==> src/rtl/dmem_arb_pkg.sv <==
// Shared types and defaults for the data-memory sequencer/arbiter.
package dmem_arb_pkg;

  typedef enum logic [1:0] {
    ST_IDLE    = 2'd0,
    ST_ACCESS  = 2'd1,
    ST_CAPTURE = 2'd2,
    ST_RESP    = 2'd3
  } state_t;

  localparam logic [5:0] LOAD_OPC_DEF = 6'b000100;
  localparam logic [5:0] NOP_OPC_DEF  = 6'b000000;
  localparam int         DEPTH_DEF    = 8;

endpackage

==> src/rtl/dmem_arbiter_rr_arb2.sv <==
// Two-way round-robin pick: the port that did not win last time has priority
// when both request. Purely combinational; the history flop lives in the parent.
module rr_arb2 (
  input  logic [1:0] req,
  input  logic       last_owner,
  output logic [1:0] grant,
  output logic       winner
);

  // Choose the winner and produce a one-hot grant
  always_comb begin
    grant  = 2'b00;
    winner = 1'b0;
    if (req == 2'b11) begin
      winner = ~last_owner;
    end else if (req[1]) begin
      winner = 1'b1;
    end
    if (req != 2'b00) begin
      grant = winner ? 2'b10 : 2'b01;
    end
  end

endmodule

==> src/rtl/dmem_arbiter.sv <==
// Sequencer and two-port round-robin arbiter in front of a single-port data
// memory with a registered read port. One access in flight at a time; every
// accepted request ends in exactly one done pulse on the owning port.
module dmem_arbiter
  import dmem_arb_pkg::*;
#(
  parameter int         DEPTH    = DEPTH_DEF,
  parameter int         AW       = 32,
  parameter int         DW       = 32,
  parameter logic [5:0] LOAD_OPC = LOAD_OPC_DEF,
  parameter logic [5:0] NOP_OPC  = NOP_OPC_DEF
) (
  input  logic          clock,
  input  logic          reset_n,
  input  logic          m0_req,
  input  logic          m0_we,
  input  logic [AW-1:0] m0_addr,
  input  logic [DW-1:0] m0_wdata,
  output logic          m0_gnt,
  output logic          m0_done,
  output logic          m0_err,
  output logic [DW-1:0] m0_rdata,
  input  logic          m1_req,
  input  logic          m1_we,
  input  logic [AW-1:0] m1_addr,
  input  logic [DW-1:0] m1_wdata,
  output logic          m1_gnt,
  output logic          m1_done,
  output logic          m1_err,
  output logic [DW-1:0] m1_rdata,
  output logic [AW-1:0] mem_addr,
  output logic [DW-1:0] mem_wdata,
  output logic [5:0]    mem_opc,
  output logic          mem_wea,
  input  logic [DW-1:0] mem_rdata
);

  // Full-width bound so high address bits can never alias into the array.
  localparam logic [AW-1:0] DEPTH_A = AW'(DEPTH);

  state_t        state_q, state_d;
  logic          last_owner_q, last_owner_d;
  logic          owner_q, owner_d;
  logic          we_q, we_d;
  logic          err_q, err_d;
  logic [AW-1:0] addr_q, addr_d;
  logic [DW-1:0] wdata_q, wdata_d;
  logic [DW-1:0] rdata0_q, rdata0_d;
  logic [DW-1:0] rdata1_q, rdata1_d;

  logic          idle;
  logic [1:0]    arb_req;
  logic [1:0]    grant;
  logic          winner;
  logic          sel_we;
  logic [AW-1:0] sel_addr;
  logic [DW-1:0] sel_wdata;
  logic          resp;

  // Grants are only offered in IDLE and never while reset is being applied,
  // otherwise a requester could see gnt for a request the FSM discards.
  assign idle    = (state_q == ST_IDLE) && reset_n;
  assign arb_req = {m1_req, m0_req} & {2{idle}};

  rr_arb2 u_rr_arb2 (
    .req        (arb_req),
    .last_owner (last_owner_q),
    .grant      (grant),
    .winner     (winner)
  );

  assign sel_we    = winner ? m1_we    : m0_we;
  assign sel_addr  = winner ? m1_addr  : m0_addr;
  assign sel_wdata = winner ? m1_wdata : m0_wdata;

  assign resp      = (state_q == ST_RESP);
  assign m0_gnt    = grant[0];
  assign m1_gnt    = grant[1];
  assign m0_done   = resp && !owner_q;
  assign m1_done   = resp && owner_q;
  assign m0_err    = m0_done && err_q;
  assign m1_err    = m1_done && err_q;
  assign m0_rdata  = rdata0_q;
  assign m1_rdata  = rdata1_q;

  // Memory pins: latched address/data always presented, strobes only in ACCESS
  assign mem_addr  = addr_q;
  assign mem_wdata = wdata_q;
  assign mem_wea   = (state_q == ST_ACCESS) && we_q;
  assign mem_opc   = ((state_q == ST_ACCESS) && !we_q) ? LOAD_OPC : NOP_OPC;

  // Next-state: latch winning request, sequence access, capture load data
  always_comb begin
    state_d      = state_q;
    last_owner_d = last_owner_q;
    owner_d      = owner_q;
    we_d         = we_q;
    err_d        = err_q;
    addr_d       = addr_q;
    wdata_d      = wdata_q;
    rdata0_d     = rdata0_q;
    rdata1_d     = rdata1_q;
    case (state_q)
      ST_IDLE: begin
        if (grant != 2'b00) begin
          owner_d      = winner;
          last_owner_d = winner;
          we_d         = sel_we;
          addr_d       = sel_addr;
          wdata_d      = sel_wdata;
          err_d        = (sel_addr >= DEPTH_A);
          // A new transaction's rdata reads 0 unless a load fills it later.
          if (winner) rdata1_d = '0;
          else        rdata0_d = '0;
          state_d      = (sel_addr >= DEPTH_A) ? ST_RESP : ST_ACCESS;
        end
      end
      ST_ACCESS: begin
        state_d = we_q ? ST_RESP : ST_CAPTURE;
      end
      ST_CAPTURE: begin
        if (owner_q) rdata1_d = mem_rdata;
        else         rdata0_d = mem_rdata;
        state_d = ST_RESP;
      end
      ST_RESP: begin
        state_d = ST_IDLE;
      end
      default: begin
        state_d = ST_IDLE;
      end
    endcase
  end

  // State and request registers; reset aborts any in-flight access
  always_ff @(posedge clock) begin
    if (!reset_n) begin
      state_q      <= ST_IDLE;
      last_owner_q <= 1'b1;
      owner_q      <= 1'b0;
      we_q         <= 1'b0;
      err_q        <= 1'b0;
      addr_q       <= '0;
      wdata_q      <= '0;
      rdata0_q     <= '0;
      rdata1_q     <= '0;
    end else begin
      state_q      <= state_d;
      last_owner_q <= last_owner_d;
      owner_q      <= owner_d;
      we_q         <= we_d;
      err_q        <= err_d;
      addr_q       <= addr_d;
      wdata_q      <= wdata_d;
      rdata0_q     <= rdata0_d;
      rdata1_q     <= rdata1_d;
    end
  end

endmodule

==> config.mk <==
export PLATFORM = sky130hd
export DESIGN_NAME = dmem_arbiter
export DESIGN_NICKNAME = d
export VERILOG_FILES = /design/src/rtl/dmem_arb_pkg.sv /design/src/rtl/dmem_arbiter_rr_arb2.sv /design/src/rtl/dmem_arbiter.sv
export SDC_FILE = /design/constraint.sdc
export NUM_CORES = 1
export LEC_CHECK = 0
export CAP_MARGIN = 20
export CORE_AREA = 2 2 131 133
export CTS_CLUSTER_DIAMETER = 150
export DETAILED_ROUTE_END_ITERATION = 6
export DIE_AREA = 0 0 133 135
export PLACE_DENSITY = 0.71
export SLEW_MARGIN = 20
export SYNTH_ARGS = -nofsm -noshare
export SYNTH_HDL_FRONTEND = slang
export SYNTH_SLANG_ARGS = --single-unit
==> constraint.sdc <==
create_clock -name clock -period 2.5 [get_ports clock]
set_input_delay 0.5 -clock clock [delete_from_list [all_inputs] [get_ports clock]]
set_output_delay 0.5 -clock clock [all_outputs]
set_load 0.05 [all_outputs]
==> flow_metrics.py, run 1 <==
metrics = {
    "global_route": {
        "grt_overflow": 0,
        "grt_pass1_wl_um": 32000,
        "global_route.usage.met1_pct": 27.7,
        "gr-usage-met2_pct": 36.2,
        "grt_pass1_vias": 6017,
        "grt.busiest_layer": "met2",
        "antenna_found_initial": 0,
        "track_usage_pct": 22.5,
        "grt_max_degree": 102,
        "gr-usage-met3_pct": 7.81,
    },
    "synthesis": {
        "synth_compound_area_share_pct": 23.2,
        "syn_area_per_cell_um2": 8.87,
        "synth_seq_cells": 134,
        "async_reset_ff_share_pct": 0,
        "synth_commonest_cells": "134 x dfxtp_1, 70 x a21oi_1, 65 x nand4_1",
        "yosysTopAreaCellShare_pct": 47.3,
        "synth_top_family_by_area": "compound AO/OA/AOI/OAI gates",
        "synthTopCellsByArea": "dfxtp_1 47%, nand4_1 7.2%, a21oi_1 6.2%, a222oi_1 5.8%, mux2i_1 5.3%",
        "syn-cell-area_um2": 5670,
        "synth_xor_area_share_pct": 0,
        "ys.flop_type": "dfxtp_1",
        "synthSimpleGateAreaFrac_pct": 16.3,
        "syn_inst": 639,
        "synth.mux.area_fraction_pct": 5.30,
        "synthDistinctLibCells": 36,
        "synth-edff-count": 0,
        "synth_top_area_cell": "dfxtp_1",
        "yosys_warnings": 0,
        "synthAdderAreaFrac_pct": 1.10,
        "synth.yosys.seq_area_share_pct": 47.3,
        "synth_most_common_cell": "dfxtp_1",
    },
    "cts": {
        "clockRootBuffer": "clkbuf_16",
        "clock_latency_ns": 0.41,
        "max-clock-path-buffers": 2,
        "cts_sinks": 134,
        "numCtsBuffers": 17,
        "cts_setup_buffers": 0,
        "path_clk_slew_ns": 0.05,
        "cts_tree": "done",
        "htreeDepth": 4,
    },
    "floorplan": {
        "chipHeight_um": 135,
        "fp.dieW_um": 133,
        "initial_core_util_pct": 34.5,
        "core_region_area_um2": 16400,
        "pin_count": 307,
        "rows": 47,
        "die_area_um2": 18000,
    },
    "timing": {
        "tightest_slew_ns": 0.605,
        "clock_skew_ns": 0.00835,
        "setup_tns_ns": 0,
        "slew_violations": 0,
        "rsz0062_at_grt": "false",
        "relSlewSlack_pct": 59.5,
        "clock.fmax_mhz": 433,
        "hold_slack_ns": 0.459,
        "setup_ws_ns": 0.189,
        "hold_viol": 0,
        "finalCritPeriodShare_pct": 92.4,
        "setup_viol": 0,
        "layout_min_cycle_time_ns": 2.31,
    },
    "finish": {
        "finalInstanceArea_um2": 9550,
        "fin_cells": 1151,
        "num_antenna_cells": 0,
        "drive_above_1_share_pct": 9.02,
        "nets": 1089,
        "syn_to_final_growth_pct": 68.6,
        "post-route-util_pct": 58.2,
    },
    "critical_path": {
        "cp.required_ns": 2.00,
        "r2r_cells": 9,
        "rr_startpoint": "state_q[1]",
        "crit_fanout": 7,
        "reg2reg_slack_ns": 0.56,
        "r2r-end": "mem_wdata[13]",
        "crit_path_end_kind": "primary output",
        "crit_end": "m0_gnt",
        "worstPathArrival_ns": 1.81,
        "cp-startpoint": "state_q[0]",
        "worstSetupStartpointType": "flop",
        "path_class": "reg -> out",
    },
    "placed_design": {
        "dp_cells": 1119,
        "io_buffers": 301,
        "placed_area_um2": 8970,
        "place.gp.congestion": 0.846,
        "post-dp-hpwl_um": 14600,
        "dp_slack_ns": 0.127,
    },
    "detailed_routing": {
        "dr.pass1.iters": 7,
        "drc": 4,
        "drt-total-wl_um": 20700,
        "drt_iter0_markers": 467,
        "vias": 6221,
        "wl_per_cell_um": 18.0,
        "vias_per_cell": 5.40,
        "ant_nets": 0,
    },
    "power_and_ir_drop": {
        "p_per_area_nw_per_um2": 1020,
        "ir_drop_mv": 0.485,
        "finalPower_mw": 9.76,
        "leakage_nw": 3.45,
    },
    "worst_hold_path": {
        "hold_path.class": "reg -> reg",
    },
    "outcome": {
        "violations": "design-rule violations",
        "status": "finished with violations",
    },
    "flow_run": {
        "maxCapViolCount": 0,
    },
}
==> worst min-delay path by stage <==
stage	start	to	slack, ns	cells after the start
global route	mem_addr[16]	mem_addr[16]	0.48	2
global placement	mem_addr[1]	mem_addr[1]	0.44	2
detailed placement	mem_addr[2]	mem_addr[2]	0.45	2
CTS	mem_addr[28]	mem_addr[28]	0.46	2
floorplan	we_q	we_q	0.48	2
finish	mem_addr[28]	mem_addr[28]	0.46	2
==> report_power, final <==
group	switching (mW)	internal [mW]
logic	3.06	1.59
registers	0.210	2.50
clock network	0.942	1.46
==> cell type report <==
class	count	area, um^2
fill	1458	6850
timing repair buffer	331	3340
sequential	134	2680
multi-input combinational	429	2670
clock buffer	18	429
tap	220	275
clock inverter	14	136
inverter	5	20.0
==> state kept, by name (all words and copies together) (netlist names) <==
register / count
last_owner_q: 1
m1_rdata: 32
m0_rdata: 32
err_q: 1
mem_wdata: 32
owner_q: 1
we_q: 1
state_q: 2
mem_addr: 32
==> worst max-delay path, stage by stage, from the launching register on <==
cell	delay [ns]
dfxtp_1	0.33
inv_2	0.12
ha_4	0.19
buf_4	0.16
nand3_1	0.10
a21oi_2	0.22
buf_12	0.15
buf_12	0.13
==> cells in the final DEF (no fill, tap or decap), types with 3 or more instances in the layout <==
cell             Yosys  final
conb_1               1      5
nor4_1              12     12
nand3_1             37     36
ha_1                 5      3
clkbuf_16            0     17
o21ai_1             56     55
clkinv_2             0      8
dfxtp_1            134    134
nor2_1              38     38
nand4_1             65     65
clkinv_4             0      3
o211ai_1             6      6
inv_2                1      3
clkdlybuf4s50_1      0    293
a21oi_1             70     69
o21ai_0             40     40
nor3_1               3      3
o221ai_1             3      3
mux2i_1             30     29
nand2_1              8      8
buf_12               0     10
buf_4                9     28
and2_1               3      3
a222oi_1            33     33
==> logic make-up after synthesis <==
kind of cell,Yosys count
buffers and inverters,80
adder cells (fa/ha/maj),5
flip-flops,134
other,1
AO/OA/AOI/OAI,216
multiplexers,30
AND/OR/NAND/NOR,173
==> what timing repair did <==
item / 4_1_cts / 5_1_grt
pin swaps: 0 / 0
cloned: 0 / 0
resized for setup: 1 / 3
hold buffers: 0 / 0
setup endpoints to repair: 1 / 1
==> metal layers <==
layer | vias to the layer above | share of wire, %
li1 | 2994 | -
met1 | 2915 | 40
met2 | 277 | 48
met3 | 35 | 9.1
met4 | 0 | 2.5
met5 | - | 0
No activity file was read; power rests on OpenSTA's default activity.
==> run 2: changes to the inputs <==
--- a/config.mk
+++ b/config.mk
@@ -11,6 +11,7 @@
 export DETAILED_ROUTE_END_ITERATION = 6
 export DIE_AREA = 0 0 133 135
 export PLACE_DENSITY = 0.71
+export RECOVER_POWER = 50
 export SLEW_MARGIN = 20
 export SYNTH_ARGS = -nofsm -noshare
 export SYNTH_HDL_FRONTEND = slang
==> flow_metrics.py, run 2 (synthesis results as in run 1) <==
metrics = {
    "outcome": {
        "status": "finished clean",
    },
    "power_and_ir_drop": {
        "leakage_nw": 3.45,
        "ir_drop_mv": 0.483,
        "p_per_area_nw_per_um2": 1020,
    },
    "floorplan": {
        "initial_core_util_pct": 34.5,
        "fp.dieW_um": 133,
        "core_region_area_um2": 16400,
        "chipHeight_um": 135,
        "die_area_um2": 18000,
        "rows": 47,
        "pin_count": 307,
    },
    "critical_path": {
        "cp.required_ns": 2.83,
        "cp-startpoint": "state_q[1]",
        "cp_slowest_cell": "clkbuf_1",
        "rr_startpoint": "state_q[1]",
        "r2r_cells": 7,
        "worstPathArrival_ns": 2.64,
        "reg2reg_slack_ns": 0.19,
        "crit_end": "m1_rdata[30]",
        "crit_fanout": 23,
        "crit_chain": "inv_2 > ha_4 > buf_4 > mux2i_1 > clkbuf_1 > o21ai_0 > a21oi_1",
        "worstSetupStartpointType": "flop",
        "critPathMaxStageDelay_ns": 0.74,
        "r2r-end": "m1_rdata[30]",
        "crit_path_end_kind": "flop",
        "path_class": "reg -> reg",
    },
    "detailed_routing": {
        "wl_per_cell_um": 18.0,
        "drt-total-wl_um": 20700,
        "vias": 6211,
        "dr.pass1.iters": 7,
        "drt_iter0_markers": 462,
        "ant_nets": 0,
        "drc": 0,
        "vias_per_cell": 5.40,
    },
    "finish": {
        "fillers": 1466,
        "fin_cells": 1151,
        "finalInstanceArea_um2": 9490,
        "final_cell_mix": "289 x clkdlybuf4s50_1, 134 x dfxtp_1, 69 x a21oi_1, 65 x nand4_1, 54 x o21ai_0",
        "syn_to_final_growth_pct": 67.5,
        "final_common_cell": "clkdlybuf4s50_1",
        "drive_above_1_share_pct": 8.27,
        "nets": 1089,
        "num_antenna_cells": 0,
    },
    "flow_run": {
        "maxCapViolCount": 0,
    },
    "timing": {
        "slew_violations": 0,
        "finalCritPeriodShare_pct": 92.4,
        "rsz0062_at_grt": "false",
        "setup_tns_ns": 0,
        "setup_viol": 0,
        "relSlewSlack_pct": 27.4,
        "hold_slack_ns": 0.460,
        "layout_min_cycle_time_ns": 2.31,
        "setup_ws_ns": 0.190,
        "clock.fmax_mhz": 433,
        "tightest_slew_ns": 1.09,
        "clock_skew_ns": 0.00884,
        "hold_viol": 0,
    },
    "placed_design": {
        "io_buffers": 301,
        "post-dp-hpwl_um": 14600,
        "dp_cells": 1119,
        "placed_area_um2": 8970,
        "place.gp.congestion": 0.846,
        "dp_slack_ns": 0.127,
    },
    "global_route": {
        "grt_overflow": 0,
        "track_usage_pct": 22.5,
        "grt_max_degree": 102,
        "antenna_found_initial": 0,
        "grt_pass1_vias": 6017,
        "grt_pass1_wl_um": 32000,
    },
    "cts": {
        "cts_sinks": 134,
        "max-clock-path-buffers": 2,
        "path_clk_slew_ns": 0.06,
        "clockRootBuffer": "clkbuf_16",
        "hold_buffers": 0,
        "cts_tree": "done",
        "clock_latency_ns": 0.41,
        "htreeDepth": 4,
        "numCtsBuffers": 17,
    },
    "worst_hold_path": {
        "hold_path.class": "reg -> reg",
        "holdPathStages": 2,
    },
}
==> run 2: changes by cell type in the layout (fill, tap and decap cells not counted), moves of 2 or more <==
cell / delta
clkbuf_2: +3
buf_12: -2
o21ai_0: +14
clkdlybuf4s50_1: -4
dlygate4sd3_1: +4
buf_4: -6
clkbuf_1: +3
o21ai_1: -13
==> run 2: critical path, delay by kind of cell (launching register included) <==
family | cells | cell delay [ns]
DFF | 1 | 0.42
AOI/OAI and AO/OA | 2 | 0.44
muxes | 1 | 0.20
adders and majority gates | 1 | 0.18
buffers and inverters | 3 | 0.99
==> run 2: area by class of cell <==
cell class                      instances  area (um^2)  area share [%]
Multi-Input combinational cell        429         2650            27.9
Clock inverter                         14          136            1.44
Sequential cell                       134         2680            28.3
Tap cell                              220          275            2.90
Inverter                                5         20.0           0.211
Clock buffer                           18          429            4.52
Timing Repair Buffer                  331         3300            34.8
==> run 2: how the worst min path moves through the flow <==
| stage | slack [ns] | startpoint | end |
|---|---|---|---|
| after CTS | 0.46 | mem_addr[28] | mem_addr[28] |
| after global placement | 0.44 | mem_addr[1] | mem_addr[1] |
| final | 0.46 | mem_addr[0] | mem_addr[0] |
| after floorplan | 0.48 | we_q | we_q |
| after detailed placement | 0.45 | mem_addr[2] | mem_addr[2] |
| after global routing | 0.48 | mem_addr[2] | mem_addr[2] |
==> run 2: per-stage QoR <==
step / utilization [%] / total power, mW
finish: 57.8 / 9.68
global route: 57.8 / 10.2
CTS: 58.2 / 9.79
detailed placement: 54.7 / 7.36
global placement: 54.7 / 7.34
floorplan: - / 5.65
==> run 2: power breakdown <==
group / internal (mW) / switching (mW)
clock network: 1.46 / 0.944
logic: 1.53 / 3.03
registers: 2.50 / 0.210
==> run 2: routing by layer <==
layer  wire length (um)  track usage [%]  vias to the layer above
met2               9910             36.2                      289
met4                515             9.02                        0
met5                  0                0                        -
met1               8300             27.7                     2902
met3               1940             7.81                       35
li1                   -                -                     2985
==> run 2: timing repair <==
action,CTS,global route
endpoints found under the setup margin,1,1
gates resized for setup,1,3
buffers inserted,0,0
==> variant 1 (settings of run 2) <==
Take the reset off `rdata0_q` and load it in a clocked block of its own.
--- a/src/rtl/dmem_arbiter.sv
+++ b/src/rtl/dmem_arbiter.sv
@@ -142,7 +142,6 @@
       err_q        <= 1'b0;
       addr_q       <= '0;
       wdata_q      <= '0;
-      rdata0_q     <= '0;
       rdata1_q     <= '0;
     end else begin
       state_q      <= state_d;
@@ -152,10 +151,13 @@
       err_q        <= err_d;
       addr_q       <= addr_d;
       wdata_q      <= wdata_d;
-      rdata0_q     <= rdata0_d;
       rdata1_q     <= rdata1_d;
     end
   end
 
+  always_ff @(posedge clock) begin
+    rdata0_q <= rdata0_d;
+  end
+
 endmodule
 
Behaviour: differs if reset_n is asserted again (counterexample within 4 cycles, from zero or initial values and one cycle with reset_n low); with reset_n held inactive, the same outputs for 4 cycles.
==> variant 1 against run 2 <==
Sequential cell count is the same. Total power increased by 4.0%. Setup slack better by 13 ps. Clock skew increased by 2.1 ps. Design area increased by 1.1%. Clock power decreased by 2%. Synthesized area up 2.1%. Critical endpoint is now m0_gnt. Routed wire length shrank 6.2%.
==> variant 1: results (changes against run 2) <==
status - completed (unchanged)
worst r2r src - state_q[0] (was state_q[1])
Vias - 5670 (was 6211)
Pleak - 3.32 nW (was 3.45 nW)
first-pass GRT wire length - 30000 um (was 32000 um)
total global-route track usage - 21.3% (was 22.5%)
Switching Fraction - 43.0% (was 43.3%)
Worst R2R Setup Slack - 320 ps (was 190 ps)
fraction of layout cells with a size suffix above 1 - 7.93% (was 8.27%)
cell family contributing the most delay on the critical path - flip-flops (was buffers and inverters)
Seq/Total Area, Yosys - 51.9% (was 47.3%)
Final Skew - 10.9 ps (was 8.84 ps)
Hold WS - 455 ps (was 460 ps)
Area contributors post-synth - dfxtp_1, edfxtp_1, a222oi_1, o21ai_1, mux2i_1 (was dfxtp_1, nand4_1, a21oi_1, a222oi_1, mux2i_1)
R2R Path End - state_q[1] (was m1_rdata[30])
Critical Path Fanout Max - 6 (was 23)
GPL Wtd Cong - 0.835 (was 0.846)
maximum number of pins on one net before global-route repair - 78 (was 102)
Rel. slew slack - 30.5% (was 27.4%)
CP max-delay cell - dfxtp_1 (was clkbuf_1)
Iter 0 DRT Violations - 544 (was 462)
Worst path max stage delay - 320 ps (was 740 ps)
vias in the first global route - 5559 (was 6017)
Synth top cells by count - dfxtp_1, o21ai_1, clkbuf_1, nand3_1, nor2b_1 (was dfxtp_1, a21oi_1, nand4_1)
CP arrival - 1800 ps (was 2640 ps)
met1 GRT Util - 25.5% (was 27.7%)
drt first pass iters - 6 (was 7)
GR Util met3 - 6.31% (was 7.81%)
Post-synth EDFFs - 32 (was 0)
met2 usage - 36.4% (was 36.2%)
Metal-1 WL - 7810 um (was 8300 um)
metal3 WL - 1530 um (was 1940 um)
## variant 1: cell count changes after synthesis, moves of 4 or more
| cell | before | now |
|---|---|---|
| a21boi_1 | 0 | 34 |
| a21oi_1 | 70 | 4 |
| and2_1 | 3 | 34 |
| buf_1 | 7 | 3 |
| buf_2 | 18 | 7 |
| dfxtp_1 | 134 | 102 |
| edfxtp_1 | 0 | 32 |
| nand4_1 | 65 | 33 |
| nor2_1 | 38 | 4 |
| nor2b_1 | 2 | 35 |
| o21ai_0 | 40 | 2 |
| o21ai_1 | 56 | 61 |
## variant 1: power by group through the flow
| stage | Sequential, mW | Clock, mW | Combinational [mW] |
|---|---|---|---|
| final | 3.06 | 2.34 | 4.67 |
| after global routing | 3.12 | 2.48 | 4.93 |
| after CTS | 3.07 | 2.38 | 4.81 |
| after detailed placement | 3.11 | 0 | 4.79 |
| after global placement | 3.09 | 0 | 4.73 |
| after floorplan | 4.64 | 0 | 1.53 |
## variant 1: worst max path at each step
| stage | cells past startpoint | slack (ps) | end | startpoint |
|---|---|---|---|---|
| after floorplan | 7 | 20 | m0_rdata[0] | state_q[0] |
| after global placement | 6 | 140 | mem_wdata[28] | m0_req |
| after detailed placement | 6 | 90 | mem_wdata[1] | m0_req |
| after CTS | 5 | 80 | m1_gnt | state_q[0] |
| after global routing | 7 | 40 | state_q[0] | state_q[0] |
| final | 5 | 200 | m0_gnt | state_q[0] |
## variant 1: kinds of logic after synthesis
| group | Yosys count | synth area share (%) |
|---|---|---|
| AND/OR/NAND/NOR | 171 | 17.4 |
| AO/OA/AOI/OAI | 153 | 18.8 |
| flip-flops | 134 | 51.9 |
| buffers and inverters | 65 | 5.66 |
| multiplexers | 29 | 5.02 |
| adder cells (fa/ha/maj) | 5 | 1.08 |
| other | 1 | 0.0648 |
## variant 1: repair_timing
| item | 4_1_cts | 5_1_grt |
|---|---|---|
| gates resized for setup | 2 | 0 |
| endpoints found under the setup margin | 2 | 1 |
| cloned | 0 | 0 |
| buffers inserted | 0 | 5 |
| pin swaps | 0 | 1 |
## variant 1: stage by stage
step | power [mW] | instances
after floorplan | 6.17 | 562
after global placement | 7.82 | 1041
after detailed placement | 7.90 | 1041
after CTS | 10.3 | 1073
after global routing | 10.5 | 1078
final | 10.1 | 1078
## variant 1: worst register-to-register path, delay by kind of cell (launching register included)
kind            cells  cell delay (ps)
flops               1              320
simple gates        1              360
compound gates      3              450
buf+inv             2              640
fa+ha+maj           1              300
## variant 1: final cells by class
type / count / area (sq um)
clock buffers: 17 / 425
clock inverters: 15 / 130
fillers: 1339 / 6810
inverters: 5 / 18.8
multi-input cells: 363 / 2500
flip-flops and latches: 134 / 3000
well taps: 220 / 275
repair buffers: 324 / 3240
==> variant 2 (config.mk and constraints of run 2) <==
Made on the original files. Set the parameter `AW` to 64 (it was 32).
--- a/src/rtl/dmem_arbiter.sv
+++ b/src/rtl/dmem_arbiter.sv
@@ -5,7 +5,7 @@
   import dmem_arb_pkg::*;
 #(
   parameter int         DEPTH    = DEPTH_DEF,
-  parameter int         AW       = 32,
+  parameter int         AW       = 64,
   parameter int         DW       = 32,
   parameter logic [5:0] LOAD_OPC = LOAD_OPC_DEF,
   parameter logic [5:0] NOP_OPC  = NOP_OPC_DEF
Interface: changed (resized m0_addr, m1_addr and mem_addr); port bits go from 307 to 403. No check against the original RTL was run, so the function may have changed too.
==> variant 2 against run 2 <==
Setup slack got worse by 110 ps. Fmax is 4.7% lower. Register-to-register slack better by 60 ps. Routed wire length rose by 33%. Design area increased by 25%. Synthesized area grew 25%. Total power grew 24%. Sequential power increased by 31%. Sequential cell count increased by 32. Clock power rose by 12%. Hold slack lost 12 ps. Largest cell class unchanged.
==> variant 2: results (changes against run 2) <==
Final Skew - 13.0 ps (was 8.84 ps)
VDD IR max - 0.000699 V (was 0.000483 V)
vias in the first global route - 7310 (was 6017)
Synth top cells by count - dfxtp_1, nand3_1, nand2_1 (was dfxtp_1, a21oi_1, nand4_1)
first-pass GRT wire length - 41200 um (was 32000 um)
Area contributors post-synth - dfxtp_1, nand3_1, mux2i_1, a21boi_1, o21ai_0 (was dfxtp_1, nand4_1, a21oi_1, a222oi_1, mux2i_1)
Iter 0 DRT Violations - 568 (was 462)
Pleak - 4.47 nW (was 3.45 nW)
GPL Wtd Cong - 0.921 (was 0.846)
drt first pass iters - 6 (was 7)
GR Util met3 - 9.31% (was 7.81%)
Pint - 6.78 mW (was 5.49 mW)
met1 GRT Util - 34.4% (was 27.7%)
total global-route track usage - 29.9% (was 22.5%)
status - completed (unchanged)
Routed WL - 27400 um (was 20700 um)
CP arrival - 1920 ps (was 2640 ps)
Worst path max stage delay - 350 ps (was 740 ps)
clk_lat worst skew - 430 ps (was 410 ps)
Nets - 1385 (was 1089)
dpl ws - -145 ps (was 127 ps)
hpwl dp - 20900 um (was 14600 um)
via-per-instance ratio - 5.33 (was 5.40)
Seq/Total Area, Yosys - 46.9% (was 47.3%)
fraction of layout cells with a size suffix above 1 - 5.67% (was 8.27%)
cell family contributing the most delay on the critical path - simple AND/OR/NAND/NOR gates (was buffers and inverters)
[variant 2: changes by cell type after synthesis, sizes merged, moves of 32 or more]
cell	delta
nand4	-59
nand2	+62
nand3	+100
dfxtp	+32
nor2	-33
mux2i	+38
a21boi	+63
a21oi	-66
[variant 2: worst paths after layout]
path / cells after the start / slack [ps] / from / end
setup / recovery: 5 / 80 / state_q[0] / m0_gnt
setup reg to reg: 8 / 250 / state_q[1] / state_q[1]
hold / removal: 2 / 450 / m1_rdata[3] / m1_rdata[3]
hold reg to reg: 2 / 450 / m1_rdata[3] / m1_rdata[3]
[variant 2: timing repair]
item	in CTS	in global routing
gates resized for setup	1	0
pin swaps	0	0
setup endpoints to repair	2	1
[variant 2: power by group through the flow]
stage | combinational (mW) | sequential [mW] | clock [mW]
2_1_floorplan | 1.71 | 5.46 | 0
3_3_place_gp | 5.87 | 3.57 | 0
3_5_place_dp | 5.90 | 3.59 | 0
4_1_cts | 5.91 | 3.54 | 2.70
5_1_grt | 6.07 | 3.61 | 2.81
6_report | 5.79 | 3.54 | 2.68
[variant 2: cell families (layout without fill, tap and decap cells)]
group | count (synthesis) | after routing | synth area share, %
flip-flops | 166 | 166 | 46.9
adder cells (fa/ha/maj) | 5 | 5 | 0.882
other | 1 | 7 | 0.0529
multiplexers | 68 | 68 | 9.60
AO/OA/AOI/OAI | 175 | 175 | 17.2
buffers and inverters | 80 | 456 | 4.99
AND/OR/NAND/NOR | 288 | 288 | 20.4
[variant 2: final cells by class]
cell class	count	area (sq um)
multi-input cells	541	3460
well taps	220	275
fillers	1333	4550
inverters	3	11.3
clock inverters	9	125
repair buffers	421	4190
diodes	2	5.00
clock buffers	23	468
flip-flops and latches	166	3320
[variant 2: worst min-delay path: stages (launching register included)]
cell and delay, ps:
dfxtp_1 300, nand2_1 50, a21boi_1 50
[variant 2: routing by layer]
layer | routed length, um | part of all wire [%]
met2 | 13800 | 50
met4 | 742 | 2.7
met1 | 10600 | 39
met5 | 0 | 0
met3 | 2220 | 8.1
[variant 2: through the flow]
stage | hold WS, ps | cells | instance area (sq um) | util, % | power [mW]
finish | 448 | 1385 | 11900 | 72.3 | 12.0
global route | 464 | 1385 | 11900 | 72.3 | 12.5
detailed placement | 444 | 1351 | 11300 | 68.9 | 9.49
CTS | 453 | 1383 | 11900 | 72.6 | 12.2
global placement | 440 | 1351 | 11300 | 68.9 | 9.45
floorplan | 459 | 787 | 7110 | - | 7.17
